File: src/rtl/risc5_sram_ctrl.sv
// RISC5 memory-port responder: serves each CPU access from a 16-bit async SRAM
// as one (byte) or two (word) halfword phases, holding memwait until DONE.
module risc5_sram_ctrl #(
  parameter int AW = 20,
  parameter int WS = 1
) (
  input  logic          clk,
  input  logic          rst,
  input  logic [23:0]   adr,
  input  logic          rd,
  input  logic          wr,
  input  logic          ben,
  input  logic [31:0]   outbus,
  output logic [31:0]   inbus,
  output logic [31:0]   codebus,
  output logic          memwait,
  output logic [AW-1:0] sram_a,
  input  logic [15:0]   sram_dq_in,
  output logic [15:0]   sram_dq_out,
  output logic          sram_dq_oe,
  output logic          sram_ce_n,
  output logic          sram_oe_n,
  output logic          sram_we_n,
  output logic          sram_ub_n,
  output logic          sram_lb_n
);

  typedef enum logic [1:0] {IDLE, LO, HI, DONE} state_t;

  localparam logic [4:0] LAST = 5'(WS + 1);

  state_t        state, state_nxt;
  logic [4:0]    cnt;
  logic [AW:0]   adr_p0;
  logic          wr_p0;
  logic          byte_p0;
  logic [31:0]   wdata_p0;
  logic [31:0]   data_p1;
  logic          phase;
  logic          half;
  logic          last;
  logic          unused_adr;

  assign unused_adr = ^adr[23:AW+1];

  assign phase = (state == LO) || (state == HI);
  assign half  = (state == HI);
  assign last  = phase && (cnt == LAST);

  always_ff @(posedge clk or posedge rst) begin
    if (rst) state <= IDLE;
    else     state <= state_nxt;
  end

  // phase counter: restarts on every phase entry, so it never wraps
  always_ff @(posedge clk or posedge rst) begin
    if (rst)                cnt <= 5'd0;
    else if (!phase || last) cnt <= 5'd0;
    else                    cnt <= cnt + 5'd1;
  end

  // stage 0: request capture in IDLE
  always_ff @(posedge clk or posedge rst) begin
    if (rst) begin
      adr_p0   <= '0;
      wr_p0    <= 1'b0;
      byte_p0  <= 1'b0;
      wdata_p0 <= '0;
    end else if (state == IDLE) begin
      adr_p0   <= adr[AW:0];
      wr_p0    <= wr;
      byte_p0  <= ben && (rd || wr);
      wdata_p0 <= outbus;
    end
  end

  // stage 1: read data capture at the end of the last strobe cycle
  always_ff @(posedge clk or posedge rst) begin
    if (rst) begin
      data_p1 <= '0;
    end else if (last && !wr_p0) begin
      if (byte_p0)   data_p1 <= half ? {sram_dq_in, 16'h0000} : {16'h0000, sram_dq_in};
      else if (half) data_p1[31:16] <= sram_dq_in;
      else           data_p1[15:0]  <= sram_dq_in;
    end
  end

  always_comb begin
    state_nxt  = state;
    memwait    = 1'b1;
    sram_ce_n  = 1'b1;
    sram_oe_n  = 1'b1;
    sram_we_n  = 1'b1;
    sram_dq_oe = 1'b0;
    sram_ub_n  = 1'b1;
    sram_lb_n  = 1'b1;
    case (state)
      IDLE: state_nxt = (ben && (rd || wr) && adr[1]) ? HI : LO;
      LO:   if (last) state_nxt = byte_p0 ? DONE : HI;
      HI:   if (last) state_nxt = DONE;
      DONE: begin
        memwait   = 1'b0;
        state_nxt = IDLE;
      end
      default: state_nxt = IDLE;
    endcase
    // cycle 0 of a phase is address setup; strobes assert from cycle 1
    if (phase) begin
      sram_ce_n  = 1'b0;
      sram_dq_oe = wr_p0;
      sram_oe_n  = wr_p0 || (cnt == 5'd0);
      sram_we_n  = !wr_p0 || (cnt == 5'd0);
      sram_ub_n  = byte_p0 & ~adr_p0[0];
      sram_lb_n  = byte_p0 & adr_p0[0];
    end
  end

  assign sram_a      = {adr_p0[AW:2], half};
  assign sram_dq_out = half ? wdata_p0[31:16] : wdata_p0[15:0];
  assign inbus       = data_p1;
  assign codebus     = data_p1;

endmodule

File: config.mk
export PLATFORM = sky130hd
export DESIGN_NAME = risc5_sram_ctrl
export DESIGN_NICKNAME = d
export VERILOG_FILES = /design/src/rtl/risc5_sram_ctrl.sv
export SDC_FILE = /design/constraint.sdc
export NUM_CORES = 1
export LEC_CHECK = 0
export CAP_MARGIN = 20
export CORE_ASPECT_RATIO = 1.4
export CORE_MARGIN = 2
export CORE_UTILIZATION = 45
export DETAILED_ROUTE_END_ITERATION = 12
export GPL_ROUTABILITY_DRIVEN = 1
export HOLD_SLACK_MARGIN = 0.08
export PLACE_DENSITY = 0.85
export SETUP_SLACK_MARGIN = 0.02
export SLEW_MARGIN = 10
export SYNTH_ARGS = -nofsm -noshare
export SYNTH_HDL_FRONTEND = slang
export SYNTH_SLANG_ARGS = --single-unit
File: constraint.sdc
create_clock -name clk -period 5.5 [get_ports clk]
set_clock_uncertainty 0.2 [all_clocks]
set_input_delay 0.55 -clock clk [delete_from_list [all_inputs] [get_ports clk]]
set_output_delay 0.55 -clock clk [all_outputs]
set_load 0.01 [all_outputs]
==> flow_summary.json <==
{
  "outcome": "finished, final reports clean",
  "overflow": 0,
  "clock.fmax_mhz": 321,
  "path_max_fanout": 37,
  "io_pins": 184,
  "met1_length_um": 3550,
  "multi_input_area_um2": 1430,
  "r2r_start": "state[0]",
  "clk_path_buf_depth": 2,
  "hold_class": "reg2reg",
  "synth_top_cell_by_area": "dfrtp_1",
  "synth.top_cell.area_share": 0.546,
  "crit_path_start": "state[0]",
  "drtAntennaViolNets": 0,
  "rsz0062_at_grt": "false",
  "start_kind": "register",
  "clk_pin_slew_worst_paths_ns": 0.06,
  "design.core.area_um2": 9350,
  "initial_core_util": 0.455,
  "netSwitchingFraction": 0.329,
  "cts.htree.levels": 3,
  "grt_max_degree": 56,
  "cts_tree": "done",
  "crit_required_ns": 4.75,
  "drv_slew": 0,
  "end_kind": "output port",
  "gp_congestion": 0.854,
  "cts_buffers": 9,
  "nFillCells": 725,
  "p_switching_mw": 1.28,
  "vdd_drop_max_mv": 0.367,
  "met2WireLength_um": 5530,
  "final_common_cell": "clkdlybuf4s50_1",
  "clock-sinks": 93,
  "dieArea_um2": 10300,
  "clkPwrFrac": 0.148,
  "clock_latency_ns": 0.33,
  "yosysUniqueCellTypes": 27,
  "slew_headroom": 0.462,
  "cap_viol_max_count": 0,
  "p_int_mw": 2.61,
  "setup_viol": 0,
  "reg2reg_to": "codebus[0]",
  "via_count": 2994,
  "cp.arrival_ns": 2.36,
  "power_frac_seq": 0.324,
  "regArea_um2": 2330,
  "cts_resized": 0,
  "grt_pass1_vias": 3132,
  "cts_hold_buf": 0,
  "placementRows": 42,
  "wl_met3_um": 673,
  "diodes": 0,
  "portBuffers": 180,
  "combPwrFrac": 0.528,
  "syn_inst": 314,
  "synth_seq_cells": 93,
  "drive_gt1_frac": 0.213,
  "slowest_delay_ns": 0.50,
  "crit_end": "sram_dq_out[0]",
  "first_pass_iters": 4,
  "drc": 0,
  "area_delta_synth_final_pct": 42.3,
  "r2r_cells": 6,
  "grt_pass1_wl_um": 15900,
  "dr.first_iter.drc_count": 127,
  "p_leak_nw": 2.49,
  "wirelength_um": 9990,
  "die_w_um": 86.2,
  "holdWs_ns": 0.289,
  "root_buffer": "clkbuf_16",
  "post-cts-setup-buffers": 0,
  "fin_crit_sh": 0.566,
  "routedWlPerCell_um": 18.0,
  "finalCriticalPeriod_ns": 3.11,
  "avgSynthCellArea_um2": 13.6,
  "synth_nets": 399,
  "cpMaxStageDelayCell": "clkdlybuf4s50_1",
  "fin_nets": 525,
  "track_usage": 0.200,
  "worstPathCellList": "inv_1 -> ha_1 -> buf_4 -> mux2_2 -> clkdlybuf4s50_1",
  "antenna_found_initial": 0,
  "vias_per_cell": 5.39,
  "synth.yosys.warnings": 0,
  "synth_area_leaders": "dfrtp_1, mux2_2, buf_4",
  "hold_viol": 0,
  "final_cell_mix": "clkdlybuf4s50_1, dfrtp_1, mux2_2",
  "fin_setup_tns_ns": 0,
  "die_h_um": 119,
  "crit_type": "reg2out",
  "highest_layer": "met4",
  "regToRegSetupSlack_ns": 2.42,
  "tightestPinTransition_ns": 0.804,
  "syn-cell-area_um2": 4260,
  "power_density_nw_per_um2": 641,
  "dp_hpwl_um": 7250,
  "ys_seq_area_frac": 0.546
}
-- kinds of logic after synthesis --
family	count (synthesis)	synth area share
AO/OA/AOI/OAI	41	0.0917
flip-flops	93	0.546
AND/OR/NAND/NOR	19	0.0259
XOR/XNOR	3	0.00617
buffers and inverters	79	0.119
multiplexers	71	0.187
adder cells (fa/ha/maj)	8	0.0235
-- through the flow --
stage                     utilization  instances  setup slack (ns)  power [mW]  area, um^2
after CTS                       0.645        554              2.36        3.92        6030
after global routing            0.648        555              2.22        4.12        6060
after detailed placement        0.615        538              2.49        3.33        5760
after floorplan                     -        314              2.33        2.48        4260
after global placement          0.615        538              2.58        3.25        5760
final                           0.648        555              2.39        3.88        6060
-- how the worst min path moves through the flow --
| stage | startpoint | end | cells after the start |
|---|---|---|---|
| floorplan | cnt[0] | cnt[0] | 1 |
| global placement | cnt[0] | cnt[0] | 1 |
| detailed placement | cnt[0] | cnt[0] | 1 |
| CTS | cnt[0] | cnt[0] | 1 |
| global route | cnt[0] | cnt[0] | 1 |
| finish | cnt[0] | cnt[0] | 1 |
-- layout make-up --
type,count,area share
Clock buffer,12,0.0423
Clock inverter,4,0.00372
Inverter,10,0.00640
Multi-Input combinational cell,142,0.236
Sequential cell,93,0.384
Tap cell,110,0.0227
Timing Repair Buffer,184,0.305
-- layer usage --
layer  global-route usage  up-vias
met5                    0        -
met2                0.355      145
met1                0.216     1502
li1                     -     1328
met3               0.0547       19
met4               0.0957        0
-- state kept, by name, indices dropped and copies added (netlist names) --
name and cells:
codebus 32, byte_p0 1, wdata_p0 32, state 2, wr_p0 1, cnt 5, adr_p0 20
-- cells in the mapped netlist, drive strengths merged --
master,n
a211o,1
a21oi,1
a32o,32
and2,2
buf,66
clkbuf,3
clkinv,1
dfrtp,93
ha,8
inv,9
mux2,70
mux2i,1
nand2,5
nand2b,1
nand3,2
nor2,6
nor2b,1
nor4b,1
o2111ai,1
o211ai,3
o21ai,3
or4b,1
xnor2,1
xor2,2
-- power by group through the flow --
stage                     Sequential (mW)  Clock (mW)  Combinational [mW]
after floorplan                      1.25           0                1.23
after global placement               1.24           0                2.01
after detailed placement             1.27           0                2.06
after CTS                            1.26       0.589                2.07
after global routing                 1.31       0.624                2.19
final                                1.26       0.575                2.05
-- critical path, delay by kind of cell (launching register included) --
kind	cells	cell delay, ns
flip-flops	1	0.40
multiplexers	1	0.39
buffers and inverters	3	1.05
adder cells (fa/ha/maj)	1	0.16
Power figures use the tool's default switching activity.
